<file path="config.mk">
export PLATFORM = sky130hd
export DESIGN_NAME = camera_frame_writer
export DESIGN_NICKNAME = d
export VERILOG_FILES = /design/src/rtl/camera_frame_writer.sv
export SDC_FILE = /design/constraint.sdc
export NUM_CORES = 1
export LEC_CHECK = 0
export ABC_CLOCK_PERIOD_IN_PS = 4340
export BUFFER_PORTS_ARGS = -buffer_cell sky130_fd_sc_hd__buf_4
export CAP_MARGIN = 10
export CORE_MARGIN = 3
export CORE_UTILIZATION = 40
export CTS_CLUSTER_SIZE = 30
export DETAILED_ROUTE_END_ITERATION = 10
export PLACE_DENSITY = 0.66
export SLEW_MARGIN = 20
export SYNTH_ARGS = -nofsm -noshare
export SYNTH_HDL_FRONTEND = slang
export SYNTH_SLANG_ARGS = --single-unit
</file>
<file path="constraint.sdc">
create_clock -name pixel_clock_in -period 4.34 [get_ports pixel_clock_in]
set_input_delay 0.868 -clock pixel_clock_in [delete_from_list [all_inputs] [get_ports pixel_clock_in]]
set_output_delay 0.868 -clock pixel_clock_in [all_outputs]
set_load 0.01 [all_outputs]
</file>
<file path="src/rtl/camera_frame_writer.sv">
// camera_frame_writer
//   Takes a pixel stream from a camera capture block and decimates it 2:1 in
//   both directions. It converts each kept pixel from RGB565 to 12-bit data
//   and writes it into one half of a ping-pong frame buffer. Buffers swap on
//   every end-of-frame pulse. After reset nothing is written until the first
//   end-of-frame pulse, so a partial frame is never stored.
//
//   Optional build macro: CAMERA_WRITER_GRAYSCALE_EN
//     undefined : wr_data_out = {R[4:1], G[5:2], B[4:1]}
//     defined   : wr_data_out = {L, L, L}, where L = ((2R + 2G + 2B) mod 256) >> 4
//
//   Parameters
//     OUT_WIDTH   stored columns per frame (after decimation)
//     OUT_HEIGHT  stored rows per frame (after decimation)
//     ADDR_WIDTH  write address width
//
//   Ports
//     pixel_clock_in    sole clock, rising edge
//     rst_in            asynchronous active-high reset
//     frame_x_count_in  column index + 1 on valid cycles
//     frame_y_count_in  row index
//     pixel_data_in     RGB565 pixel {R[15:11], G[10:5], B[4:0]}
//     pixel_valid_in    pixel qualifier
//     frame_done_in     single-cycle end-of-frame pulse
//     wr_addr_out       frame buffer write address (holds while idle)
//     wr_data_out       12-bit write data (holds while idle)
//     wr_en_out         write strobe, one cycle after an accepted pixel
//     wr_buffer_out     ping-pong buffer currently being written
//     rd_buffer_out     last completed buffer, for display
//     frame_count_out   completed-frame counter, wraps modulo 256
module camera_frame_writer #(
   parameter int unsigned OUT_WIDTH  = 320,
   parameter int unsigned OUT_HEIGHT = 240,
   parameter int unsigned ADDR_WIDTH = 17
) (
   input  logic                  pixel_clock_in,
   input  logic                  rst_in,
   input  logic [9:0]            frame_x_count_in,
   input  logic [8:0]            frame_y_count_in,
   input  logic [15:0]           pixel_data_in,
   input  logic                  pixel_valid_in,
   input  logic                  frame_done_in,
   output logic [ADDR_WIDTH-1:0] wr_addr_out,
   output logic [11:0]           wr_data_out,
   output logic                  wr_en_out,
   output logic                  wr_buffer_out,
   output logic                  rd_buffer_out,
   output logic [7:0]            frame_count_out
);

   localparam int unsigned COL_W  = 10;
   localparam int unsigned ROW_W  = 9;
   localparam int unsigned CALC_W = 32;

   typedef enum logic [1:0] {
      WAIT_SYNC = 2'd0,
      CAPTURE   = 2'd1,
      SWAP      = 2'd2
   } state_t;

   state_t state;

   logic [COL_W-1:0]  col;
   logic [ROW_W-1:0]  row;
   logic [COL_W-2:0]  col_half;
   logic [ROW_W-2:0]  row_half;
   logic              pixel_accept_c;
   logic              pixel_in_range_c;
   logic [CALC_W-1:0] addr_full_c;
   logic [11:0]       pixel_conv_c;

   // Column counter runs one ahead; x_count = 0 wraps to col = 1023 (odd, so dropped).
   assign col      = frame_x_count_in - COL_W'(1);
   assign row      = frame_y_count_in;
   assign col_half = col[COL_W-1:1];
   assign row_half = row[ROW_W-1:1];

   // Keep only even columns of even rows while a frame is being captured.
   assign pixel_accept_c   = pixel_valid_in && (state == CAPTURE) && !col[0] && !row[0];
   assign pixel_in_range_c = (CALC_W'(col_half) < OUT_WIDTH) && (CALC_W'(row_half) < OUT_HEIGHT);

   // Linear address; the default 320-wide frame uses row*256 + row*64.
   generate
      if (OUT_WIDTH == 320) begin : g_addr_shift_add
         assign addr_full_c = (CALC_W'(row_half) << 8) + (CALC_W'(row_half) << 6)
                            + CALC_W'(col_half);
      end else begin : g_addr_mult
         assign addr_full_c = (CALC_W'(row_half) * CALC_W'(OUT_WIDTH)) + CALC_W'(col_half);
      end
   endgenerate

`ifdef CAMERA_WRITER_GRAYSCALE_EN
   // Equal-weight luma: the doubled channel sum wraps at 8 bits, top nibble kept.
   logic [7:0] luma_sum_c;
   assign luma_sum_c   = 8'({pixel_data_in[15:11], 1'b0})
                       + 8'({pixel_data_in[10:5], 1'b0})
                       + 8'({pixel_data_in[4:0], 1'b0});
   assign pixel_conv_c = {luma_sum_c[7:4], luma_sum_c[7:4], luma_sum_c[7:4]};
`else
   // RGB565 -> RGB444 by dropping channel LSBs.
   assign pixel_conv_c = {pixel_data_in[15:12], pixel_data_in[10:7], pixel_data_in[4:1]};
`endif

   // Bits that are not needed in every configuration.
   logic unused_bits;
   assign unused_bits = ^{pixel_data_in, addr_full_c};

   // Frame sequencing and the registered write port.
   always_ff @(posedge pixel_clock_in or posedge rst_in) begin
      if (rst_in) begin
         state           <= WAIT_SYNC;
         wr_en_out       <= 1'b0;
         wr_addr_out     <= '0;
         wr_data_out     <= '0;
         wr_buffer_out   <= 1'b0;
         rd_buffer_out   <= 1'b1;
         frame_count_out <= '0;
      end else begin
         wr_en_out <= 1'b0;
         if (pixel_accept_c && pixel_in_range_c) begin
            wr_en_out   <= 1'b1;
            wr_addr_out <= ADDR_WIDTH'(addr_full_c);
            wr_data_out <= pixel_conv_c;
         end

         case (state)
            WAIT_SYNC: begin
               if (frame_done_in) begin
                  state <= CAPTURE;
               end
            end
            CAPTURE: begin
               if (frame_done_in) begin
                  state           <= SWAP;
                  rd_buffer_out   <= wr_buffer_out;
                  wr_buffer_out   <= ~wr_buffer_out;
                  frame_count_out <= frame_count_out + 8'd1;
               end
            end
            SWAP: begin
               state <= CAPTURE;
            end
            default: begin
               state <= WAIT_SYNC;
            end
         endcase
      end
   end

endmodule

</file>
After elaboration in Yosys (flattened, before gate mapping)
Index checks and enable logic that the tools add are counted.
Storage, ports and cells
  output and inout port bits: 40
  word-level logic and storage cells: 32
  input port bits: 39
  register bits after elaboration: 42
Operators by class
  bitwise logic cells: 1
  $lt $le $gt $ge: 2
  reduce and logical (&&, ||, !) cells: 10
  add/subtract/negate cells: 4
  eq/ne operators: 4
  multiplexer cells: 4
Operators with widths (number)
  $add 16x14->17: 1
  $add 17x9->17: 1
  $sub 10x1->10 const B: 1
  $lt 9x9->1 const B: 1
  $add 8x1->8 const B: 1
  $lt 8x8->1 const B: 1
  $pmux 2 s3: 1
  $logic_and 1x1->1: 5
  $mux 2: 2
  $ne 2x2->1 const B: 2
  $reduce_and 2->1: 2
  $eq 2x1->1 const B: 1
  $eq 2x2->1 const B: 1
  $logic_not 1->1: 2
  $logic_not 2->1: 1
  $mux 1: 1
  $not 1->1: 1

Logic depth before layout (Yosys ltp)
Gate-level depths: netlist of run 1.
  depth in word-level cells: 6
  gate-level depth with buffers: 14
  gate-level depth less buffers: 14

Worst setup path after synthesis of run 1
No wires, ideal clock.
  path kind: input port to flip-flop
  from: in frame_x_count_in[3]
  to: reg wr_addr_out[13]
  stages: 13
  setup slack: 1073 ps
  path buffers: 0
  data required time: 4215 ps
  arrival time: 3142 ps
  library setup time: 125 ps
  cell sequence: nor4_4 -> nand3b_1 -> nor2_1 -> xor2_1 -> ha_1 -> ha_1 -> inv_1 -> fa_1 -> nor2b_1 -> o2111ai_1 -> nand2_1 -> xor2_1 -> mux2_4
Between the ends
  longest elaborated chain between the ends: 4
  elaborated cells between the ends (all ways): 5
  classes of those cells: 2 x add/sub; 1 x order compare; 2 x reduce/logical
RTL lines
  from (decl): RTL line 38  | input logic [9:0] frame_x_count_in,
  $sub 10x1->10 *: RTL line 73  | assign col = frame_x_count_in - COL_W'(1);
  branches (longest 3 deep; another with $add 17x9->17)
  to (signal assigned): RTL line 122  | wr_addr_out <= ADDR_WIDTH'(addr_full_c);
  to (decl): RTL line 43  | output logic [ADDR_WIDTH-1:0] wr_addr_out,
Mark *: on every way between the ends.
A chain may end at the register's enable or synchronous reset.

Final worst setup path of run 1
  from: in frame_x_count_in[3]
  to: reg wr_addr_out[15]
Same word-level chain as after synthesis.

==> metrics.csv, run 1 <==
metric,value,unit
outcome,completed,
crit_chain,"buf_4, nor4_4, nand3b_1, nor2_1, xor2_1, ha_1, ha_1, inv_1, fa_1, nor2b_1, o2111ai_1, nand2_1, a21oi_1, mux2_4",
clockBufferDepth,2,
setup_viol,0,
synthTopCellsByArea,"dfrtp_1 (43%), mux2_4 (17%), ha_1 (9.4%)",
initial_core_util,42.54,%
synth.top_cell.area_share,42.75,%
hpwl,3635,µm
vias,1640,
tightest_slew,0.5777,ns
fin_ws,0.9557,ns
synth_fp_nets,249,
async_flop_share,100.0,%
antenna_found_initial,0,
cts_tree,built,
finalCriticalPeriod,3.384,ns
criticalPathCategory,in2reg,
area_delta_synth_final,29.72,%
post_drt_via_cell_ratio,4.767,
yosysTopAreaCell,dfrtp_1,
fin_nets,329,
cts-root-buf,clkbuf_8,
p_leak,1.583,nW
htree_levels,2,
end_kind,register,
dieArea,6965,µm²
grt_pass1_vias,1633,
drtIter0Drc,54,
clkTransAtPathRegs,0.08,ns
grt_setup_unrepaired,no,
maxSlewViolCount,0,
crit_arrival,3.57,ns
port_buffers,74,
io-pin-count,79,
finClkSkew,0.005198,ns
syn_avg_cell_area,12.56,µm²
synth_area,2400,µm²
core_area,5642,µm²
drc_errors,0,
drive_above_1_share,42.28,%
seqPwrFrac,40.9,%
cts_made_buffers,5,
cp_common_cell,ha_1,
layout_commonest_cell,buf_4,
grt_usage,14.13,%
antennaDiodeCount,0,
final_cell_mix,"buf_4 (76), dfrtp_1 (41), mux2_4 (27), ha_1 (18), nand2_1 (15)",
post-place-ws,0.6490,ns
grt_max_degree,43,
slew_headroom,61.19,%
path_max_fanout,5,
yosys_most_used_dff,dfrtp_1,
required,4.52,ns
synth-seq-area-share,43.85,%
finalWeightedCongestion,0.7543,
die_w,83.46,µm
wl_per_cell,13.73,µm
hp-class,reg2reg,
fin_cells,344,
finalCritPeriodShare,77.98,%
ant_nets,0,
overflow,0,
switching_share,31.86,%
syn_inst,191,
switchingPower,0.5294,mW
hold_buffers,0,
cp-start-kind,input port,
die_h,83.46,µm
fin_tns_setup,0,ns
synth_seq_cells,42,
crit_slowest_cell,fa_1,
power.internal,1.132,mW
post_cts.repair.setup_buffers,0,
synth_edf_count,0,
cts_sinks,42,
cts_resized,0,
rows,27,
clock.fmax,295.5,MHz
dp_cells,336,
grt_pass1_wl,7948,µm
clk_latency,0.29,ns
timing.max_cap.violations,0,
drt_pass1_iterations,4,
synth_cell_types,37,
hold_violations,0,
ys_warn_count,0,
peakVddDrop,0.2607,mV
max_stage_delay,0.46,ns
combPwrFrac,44.4,%
power_density,533.9,nW/µm²
routed_wl,4723,µm
p_clk_share,14.7,%
## layout make-up
cell class	instances	area [µm²]
Inverter	10	37.54
Multi-Input combinational cell	136	1276
Clock buffer	6	72.57
Clock inverter	2	13.76
Fill cell	492	2529
Timing Repair Buffer	76	570.5
Tap cell	72	90.09
Sequential cell	42	1052
## sequential cells by signal, summed over array words and instances, names as in the netlist
name and count:
wr_addr_out 17, wr_data_out 12, frame_count_out 8, state 2
rd_buffer_out 1, wr_buffer_out 1, wr_en_out 1
## power by group through the flow
| stage | Combinational, mW | Clock [mW] | Sequential [mW] |
|---|---|---|---|
| floorplan | 0.333 | 0 | 0.749 |
| global placement | 0.736 | 0 | 0.683 |
| detailed placement | 0.747 | 0 | 0.686 |
| CTS | 0.751 | 0.255 | 0.681 |
| global route | 0.793 | 0.274 | 0.708 |
| finish | 0.737 | 0.244 | 0.680 |
## final timing paths
check | from | endpoint | slack, ns | depth (start not counted)
setup / recovery | frame_x_count_in[3] | wr_addr_out[15]$_DFFE_PP0P_ | 0.96 | 14
hold / removal | rd_buffer_out$_DFFE_PP1P_ | rd_buffer_out$_DFFE_PP1P_ | 0.46 | 2
setup reg to reg | state[1]$_DFFE_PP0P_ | wr_data_out[10]$_DFFE_PP0P_ | 2.07 | 5
hold reg to reg | rd_buffer_out$_DFFE_PP1P_ | rd_buffer_out$_DFFE_PP1P_ | 0.46 | 2
max in group asynchronous | rst_in | rd_buffer_out$_DFFE_PP1P_ | 3.28 | 3
min in group asynchronous | rst_in | frame_count_out[6]$_DFFE_PP0P_ | 0.70 | 3
## cell families (layout without fill, tap and decap cells)
family	after synthesis	after routing	share of synthesized area, %
DFF	42	42	43.85
and+or+nand+nor	41	41	8.811
muxes	29	29	17.73
AOI/OAI and AO/OA	24	24	8.029
xor gates and xnor gates	23	23	8.394
adders and majority gates	19	19	10.22
buffers and inverters	13	94	2.972
## metal layers
metal  vias up  share of wire (%)  GRT usage [%]
met1       756                 48          19.84
met5         -                  0              0
met3         5                6.7          3.554
li1        831                  -              -
met4         0                1.2          4.825
met2        48                 44          21.28
## cell usage after synthesis, types with 2 or more instances
cell type  instances
o21bai_1           2
xnor2_1           13
and3_1             2
nand2_1           15
a21oi_1            3
o21a_1             2
nand3b_1           2
buf_6              3
mux2i_1            2
nor3_1             2
a21o_1             5
mux2_4            27
a211oi_1           2
nand3_1            5
dfrtp_1           41
xor2_1            10
ha_1              18
inv_1             10
nor2_1             9
## worst max-delay path, delay by kind of cell
kind | cells | cell delay [ns]
simple gates | 5 | 0.98
fa+ha+maj | 3 | 0.93
compound gates | 2 | 0.25
mux | 1 | 0.25
buf+inv | 2 | 0.21
xor+xnor | 1 | 0.08
## metrics by stage
stage,hold slack (ns),power [mW],instance area (µm²),util [%]
after floorplan,0.4596,1.081,2400,-
after global placement,0.4489,1.419,3027,53.65
after detailed placement,0.4531,1.432,3027,53.65
after CTS,0.4646,1.688,3113,55.18
after global routing,0.4991,1.775,3113,55.18
final,0.4628,1.662,3113,55.18
(Power assumes the default switching activity.)
==> run 2: changes to the inputs <==
- ABC_CLOCK_PERIOD_IN_PS: 4340 -> 2800
- PLACE_DENSITY: 0.66 -> 0.68
- clock period: 4.34 -> 2.8 ns (I/O delays scaled with it)
==> run 2 against run 1 <==
Effect of this change: clock skew up 0.0011 ns; register-to-register slack got worse by 1.2 ns; sequential share of layout area shrank 2.6 points; clock power is 87% higher; power increased by 63%; first-iteration DRC count is 26% higher; largest cell class unchanged; highest routed layer unchanged.
==> metrics.csv, run 2 (synthesis gave the netlist of run 1 again) <==
metric,value,unit,change
initial_core_util,42.54,%,unchanged
layout_commonest_cell,buf_4,,unchanged
reg2reg_from,state[1]$_DFFE_PP0P_,,unchanged
antennaDiodeCount,0,,unchanged
top_register,wr_addr_out,,unchanged
final_util,59.84,%,was 55.18%
peakVddDrop,0.3547,mV,was 0.2607 mV
ff2ff_path_depth,5,,unchanged
rows,27,,unchanged
end_kind,register,,unchanged
post_drt_via_cell_ratio,4.805,,was 4.767
area_delta_synth_final,40.67,%,was 29.72%
finalCriticalPeriod,2.747,ns,
clockBufferDepth,2,,unchanged
htree_levels,2,,unchanged
clkTransAtPathRegs,0.07,ns,was 0.08 ns
slew_headroom,65.07,%,was 61.19%
outcome,completed,,unchanged
grt_max_degree,43,,unchanged
wl_per_cell,14.06,µm,was 13.73 µm
post-place-ws,-0.3227,ns,was 0.6490 ns
hold_violations,0,,unchanged
finalWeightedCongestion,0.7830,,was 0.7543
grt_pass1_vias,1835,,was 1633
vias,1754,,was 1640
grt_usage,15.44,%,was 14.13%
finClkSkew,0.006286,ns,was 0.005198 ns
finalCritPeriodShare,98.11,%,
cts_tree,built,,unchanged
maxSlewViolCount,0,,unchanged
overflow,0,,unchanged
power_density,804.3,nW/µm²,was 533.9 nW/µm²
p_leak,1.721,nW,was 1.583 nW
port_buffers,74,,unchanged
reg_top3,"wr_addr_out: 17 flops, wr_data_out: 12 flops, frame_count_out: 8 flops",,unchanged
hp-class,in2async,,was reg2reg
setup_viol,0,,unchanged
clk_latency,0.29,ns,about the same
die_w,83.46,µm,unchanged
tightest_slew,0.5240,ns,was 0.5777 ns
cp-startpoint,frame_x_count_in[5],,was frame_x_count_in[3]
criticalPathCategory,in2reg,,unchanged
drc_errors,0,,unchanged
cts_made_buffers,5,,unchanged
routed_wl,5131,µm,was 4723 µm
crit_arrival,2.97,ns,was 3.57 ns
dieArea,6965,µm²,unchanged
cp-start-kind,input port,,unchanged
drive_above_1_share,50.85,%,was 42.28%
path_max_fanout,2,,was 5
ant_nets,0,,unchanged
largest_register_ffs,17,,unchanged
core_area,5642,µm²,unchanged
clock.fmax,364.0,MHz,
io-pin-count,79,,unchanged
fin_nets,350,,was 329
timing.max_cap.violations,0,,unchanged
cts_sinks,42,,unchanged
antenna_found_initial,0,,unchanged
grt_pass1_wl,8880,µm,was 7948 µm
die_h,83.46,µm,unchanged
hpwl,3927,µm,was 3635 µm
required,3.03,ns,was 4.52 ns
final_cell_mix,"buf_4 (94), dfrtp_1 (41), mux2_4 (27), ha_1 (17), nand2_1 (14)",,"was buf_4 (76), dfrtp_1 (41), mux2_4 (27), ha_1 (18), nand2_1 (15)"
drt_pass1_iterations,3,,was 4
fin_ws,0.05281,ns,was 0.9557 ns
drtIter0Drc,68,,was 54
grt_setup_unrepaired,yes,,was no
cts-root-buf,clkbuf_8,,unchanged
[run 2: through the flow]
stage | total power, mW | instances | TNS [ns] | hold slack (ns) | instance area, µm²
floorplan | 1.678 | 191 | -0.1486 | 0.4596 | 2410
global placement | 2.220 | 355 | -1.333 | 0.4515 | 3192
detailed placement | 2.254 | 355 | -1.678 | 0.4662 | 3192
CTS | 2.738 | 363 | 0 | 0.4079 | 3323
global route | 2.903 | 365 | -0.1766 | 0.4417 | 3376
finish | 2.715 | 365 | 0 | 0.3941 | 3376
[run 2: worst max-delay path: stages]
cell and delay [ns]:
buf_6 0.10, nor4_4 0.29, nand3b_1 0.14, nor2_1 0.14
xor2_1 0.08, ha_1 0.28, ha_2 0.18, inv_2 0.04
fa_2 0.36, nor2b_4 0.13, o2111ai_2 0.15, a41o_1 0.26
a21oi_2 0.10, mux2_4 0.15
[run 2: report_power, final]
| group | internal (mW) | switching, mW | leakage, nW |
|---|---|---|---|
| sequential | 0.877 | 0.181 | 0.519 |
| clock | 0.267 | 0.190 | 0.0524 |
| combinational | 0.739 | 0.461 | 1.15 |
| total | 1.88 | 0.833 | 1.72 |
[run 2: timing repair]
action	CTS	global route
resized for setup	5	8
hold buffers	0	0
buffers inserted	0	2
endpoints found under the setup margin	3	5
pin swaps	1	9
[run 2: final timing paths]
check,to,slack [ns]
max in group asynchronous,rd_buffer_out$_DFFE_PP1P_,2.03
max reg2reg,wr_data_out[0]$_DFFE_PP0P_,0.91
max,wr_addr_out[15]$_DFFE_PP0P_,0.05
min in group pixel_clock_in,rd_buffer_out$_DFFE_PP1P_,0.47
min reg2reg,rd_buffer_out$_DFFE_PP1P_,0.47
min,wr_data_out[3]$_DFFE_PP0P_,0.39
[run 2: per-layer routing]
metal / up-vias / wire length [µm] / global-route usage (%)
li1: 869 / - / -
met4: 0 / 65 / 4.386
met2: 45 / 2462 / 24.64
met1: 834 / 2341 / 21.18
met3: 6 / 261 / 3.455
met5: - / 0 / 0
[run 2: area by class of cell]
type	count	area, µm²
fillers	482	2266
clock buffers	7	76.32
inverters	10	37.54
well taps	72	90.09
flip-flops and latches	42	1052
repair buffers	97	748.2
clock inverters	1	30.03
multi-input cells	136	1341
==> run 3: changes to the inputs <==
- ABC_CLOCK_PERIOD_IN_PS: 2800 -> default
- REMOVE_ABC_BUFFERS: default -> 1
- TNS_END_PERCENT: default -> 1
==> run 3 against run 2 <==
Effect of this change: combinational power about the same; global-route usage decreased by 0.70 points; first-iteration DRC count is 81% higher; critical endpoint unchanged; largest power group unchanged.
==> metrics.csv, run 3 (synthesis gave the netlist of run 1 again) <==
metric,value,unit,change
outcome,completed,,unchanged
drive_above_1_share,48.79,%,was 50.85%
fin_nets,346,,was 350
required,2.97,ns,was 3.03 ns
cts-root-buf,clkbuf_8,,unchanged
die_w,83.46,µm,unchanged
finalCritPeriodShare,98.71,%,was 98.11%
fillers,484,,was 482
layout_commonest_cell,buf_4,,unchanged
cts_made_buffers,5,,unchanged
cts_sinks,42,,unchanged
post-place-ws,-0.3844,ns,was -0.3227 ns
core_area,5642,µm²,unchanged
cp-start-kind,input port,,unchanged
vias,1747,,was 1754
end_kind,register,,unchanged
final_cell_mix,"buf_4 (92), dfrtp_1 (41), mux2_4 (27), ha_1 (17), nand2_1 (15)",,"was buf_4 (94), dfrtp_1 (41), mux2_4 (27), ha_1 (17), nand2_1 (14)"
ant_nets,0,,unchanged
crit_arrival,2.93,ns,was 2.97 ns
clock.fmax,361.8,MHz,was 364.0 MHz
routed_wl,4938,µm,was 5131 µm
drtIter0Drc,123,,was 68
antennaDiodeCount,0,,unchanged
largest_register_ffs,17,,unchanged
clkTransAtPathRegs,0.08,ns,was 0.07 ns
clk_latency,0.29,ns,about the same
fin_tns_setup,0,ns,unchanged
criticalPathCategory,in2reg,,unchanged
grt_pass1_vias,1787,,was 1835
switching_share,31.88,%,was 30.67%
clockBufferDepth,2,,unchanged
post_drt_via_cell_ratio,4.839,,was 4.805
die_h,83.46,µm,unchanged
grt_max_degree,43,,unchanged
grt_setup_unrepaired,yes,,unchanged
overflow,0,,unchanged
initial_core_util,42.54,%,unchanged
timing.max_cap.violations,0,,unchanged
peakVddDrop,0.3762,mV,was 0.3547 mV
rows,27,,unchanged
p_clk_share,14.1,%,was 16.8%
setup_viol,0,,unchanged
hold_violations,0,,unchanged
slew_headroom,65.60,%,was 65.07%
reg_top3,"wr_addr_out: 17 flops, wr_data_out: 12 flops, frame_count_out: 8 flops",,unchanged
hp-class,in2async,,unchanged
fin_ws,0.03623,ns,was 0.05281 ns
finalCriticalPeriod,2.764,ns,was 2.747 ns
drc_errors,0,,unchanged
tightest_slew,0.5160,ns,was 0.5240 ns
p_leak,1.685,nW,was 1.721 nW
power.internal,1.786,mW,was 1.882 mW
wl_per_cell,13.68,µm,was 14.06 µm
finClkSkew,0.006790,ns,was 0.006286 ns
path_max_fanout,2,,unchanged
combPwrFrac,45.6,%,was 44.2%
maxSlewViolCount,0,,unchanged
dieArea,6965,µm²,unchanged
hpwl,3849,µm,was 3927 µm
top_register,wr_addr_out,,unchanged
grt_pass1_wl,8507,µm,was 8880 µm
htree_levels,2,,unchanged
power_density,792.7,nW/µm²,was 804.3 nW/µm²
area_delta_synth_final,37.80,%,was 40.67%
grt_usage,14.75,%,was 15.44%
antenna_found_initial,0,,unchanged
cts_tree,built,,unchanged
port_buffers,74,,unchanged
finalWeightedCongestion,0.8471,,was 0.7830
io-pin-count,79,,unchanged
switchingPower,0.8358,mW,was 0.8328 mW
drt_pass1_iterations,4,,was 3
seqPwrFrac,40.3,%,was 39.0%
[run 3: changes by cell type in the layout (fill, tap and decap cells not counted), sizes merged]
cell / change
bufinv: -1
clkinv: +3
clkbuf: -1
buf: -4
inv: -1
[run 3: timing repair]
item | 4_1_cts | 5_1_grt
pin swaps | 4 | 5
gates resized for setup | 7 | 4
buffers inserted | 0 | 1
hold buffers | 0 | 0
setup endpoints to repair | 4 | 5
[run 3: layout make-up]
cell class,instances,area (µm²),area share (%)
tap,72,90.09,2.724
clock buffer,6,72.57,2.194
timing repair buffer,93,710.7,21.49
multi-input combinational,136,1330,40.22
clock inverter,2,13.76,0.4162
inverter,10,37.54,1.135
sequential,42,1052,31.82
[run 3: per-stage QoR]
stage	utilization (%)	instances	area, µm²	hold WS (ns)	total power [mW]
6_report	58.62	361	3307	0.3949	2.622
5_1_grt	58.62	361	3307	0.4312	2.800
4_1_cts	58.11	360	3278	0.4110	2.654
3_5_place_dp	56.00	352	3159	0.4571	2.259
3_3_place_gp	56.00	352	3159	0.4496	2.228
2_1_floorplan	-	188	2366	0.4596	1.673
[run 3: critical path, stage by stage]
cell and delay [ns]:
buf_4 0.12, nor4_4 0.29, nand3b_1 0.14, nor2_1 0.13, xor2_1 0.08, ha_1 0.28, ha_2 0.17, inv_1 0.06
fa_2 0.39, nor2b_4 0.14, o2111ai_2 0.12, nand2_1 0.13, a21oi_1 0.07, mux2_4 0.25
[run 3: path summary, 6_finish.rpt]
path | from | to | slack (ns) | cells past startpoint
min in group pixel_clock_in | rd_buffer_out$_DFFE_PP1P_ | rd_buffer_out$_DFFE_PP1P_ | 0.47 | 2
max in group asynchronous | rst_in | rd_buffer_out$_DFFE_PP1P_ | 2.05 | 3
worst min register to register | rd_buffer_out$_DFFE_PP1P_ | rd_buffer_out$_DFFE_PP1P_ | 0.47 | 2
worst max-delay path | frame_x_count_in[5] | wr_addr_out[15]$_DFFE_PP0P_ | 0.04 | 14
worst min-delay path | rst_in | frame_count_out[0]$_DFFE_PP0P_ | 0.39 | 3
worst max register to register | state[1]$_DFFE_PP0P_ | wr_data_out[1]$_DFFE_PP0P_ | 0.88 | 5
[run 3: power by group through the flow]
stage,clock (mW),combinational [mW],sequential (mW)
6_report,0.370,1.19,1.06
5_1_grt,0.416,1.29,1.10
4_1_cts,0.391,1.20,1.06
3_5_place_dp,0,1.19,1.07
3_3_place_gp,0,1.17,1.06
2_1_floorplan,0,0.513,1.16
[run 3: routing by layer]
metal,track usage (%),up-vias,wire length (µm)
met5,0,-,0
met4,3.070,0,51
met3,3.455,6,306
met2,23.47,57,2279
met1,20.63,822,2301
li1,-,862,-
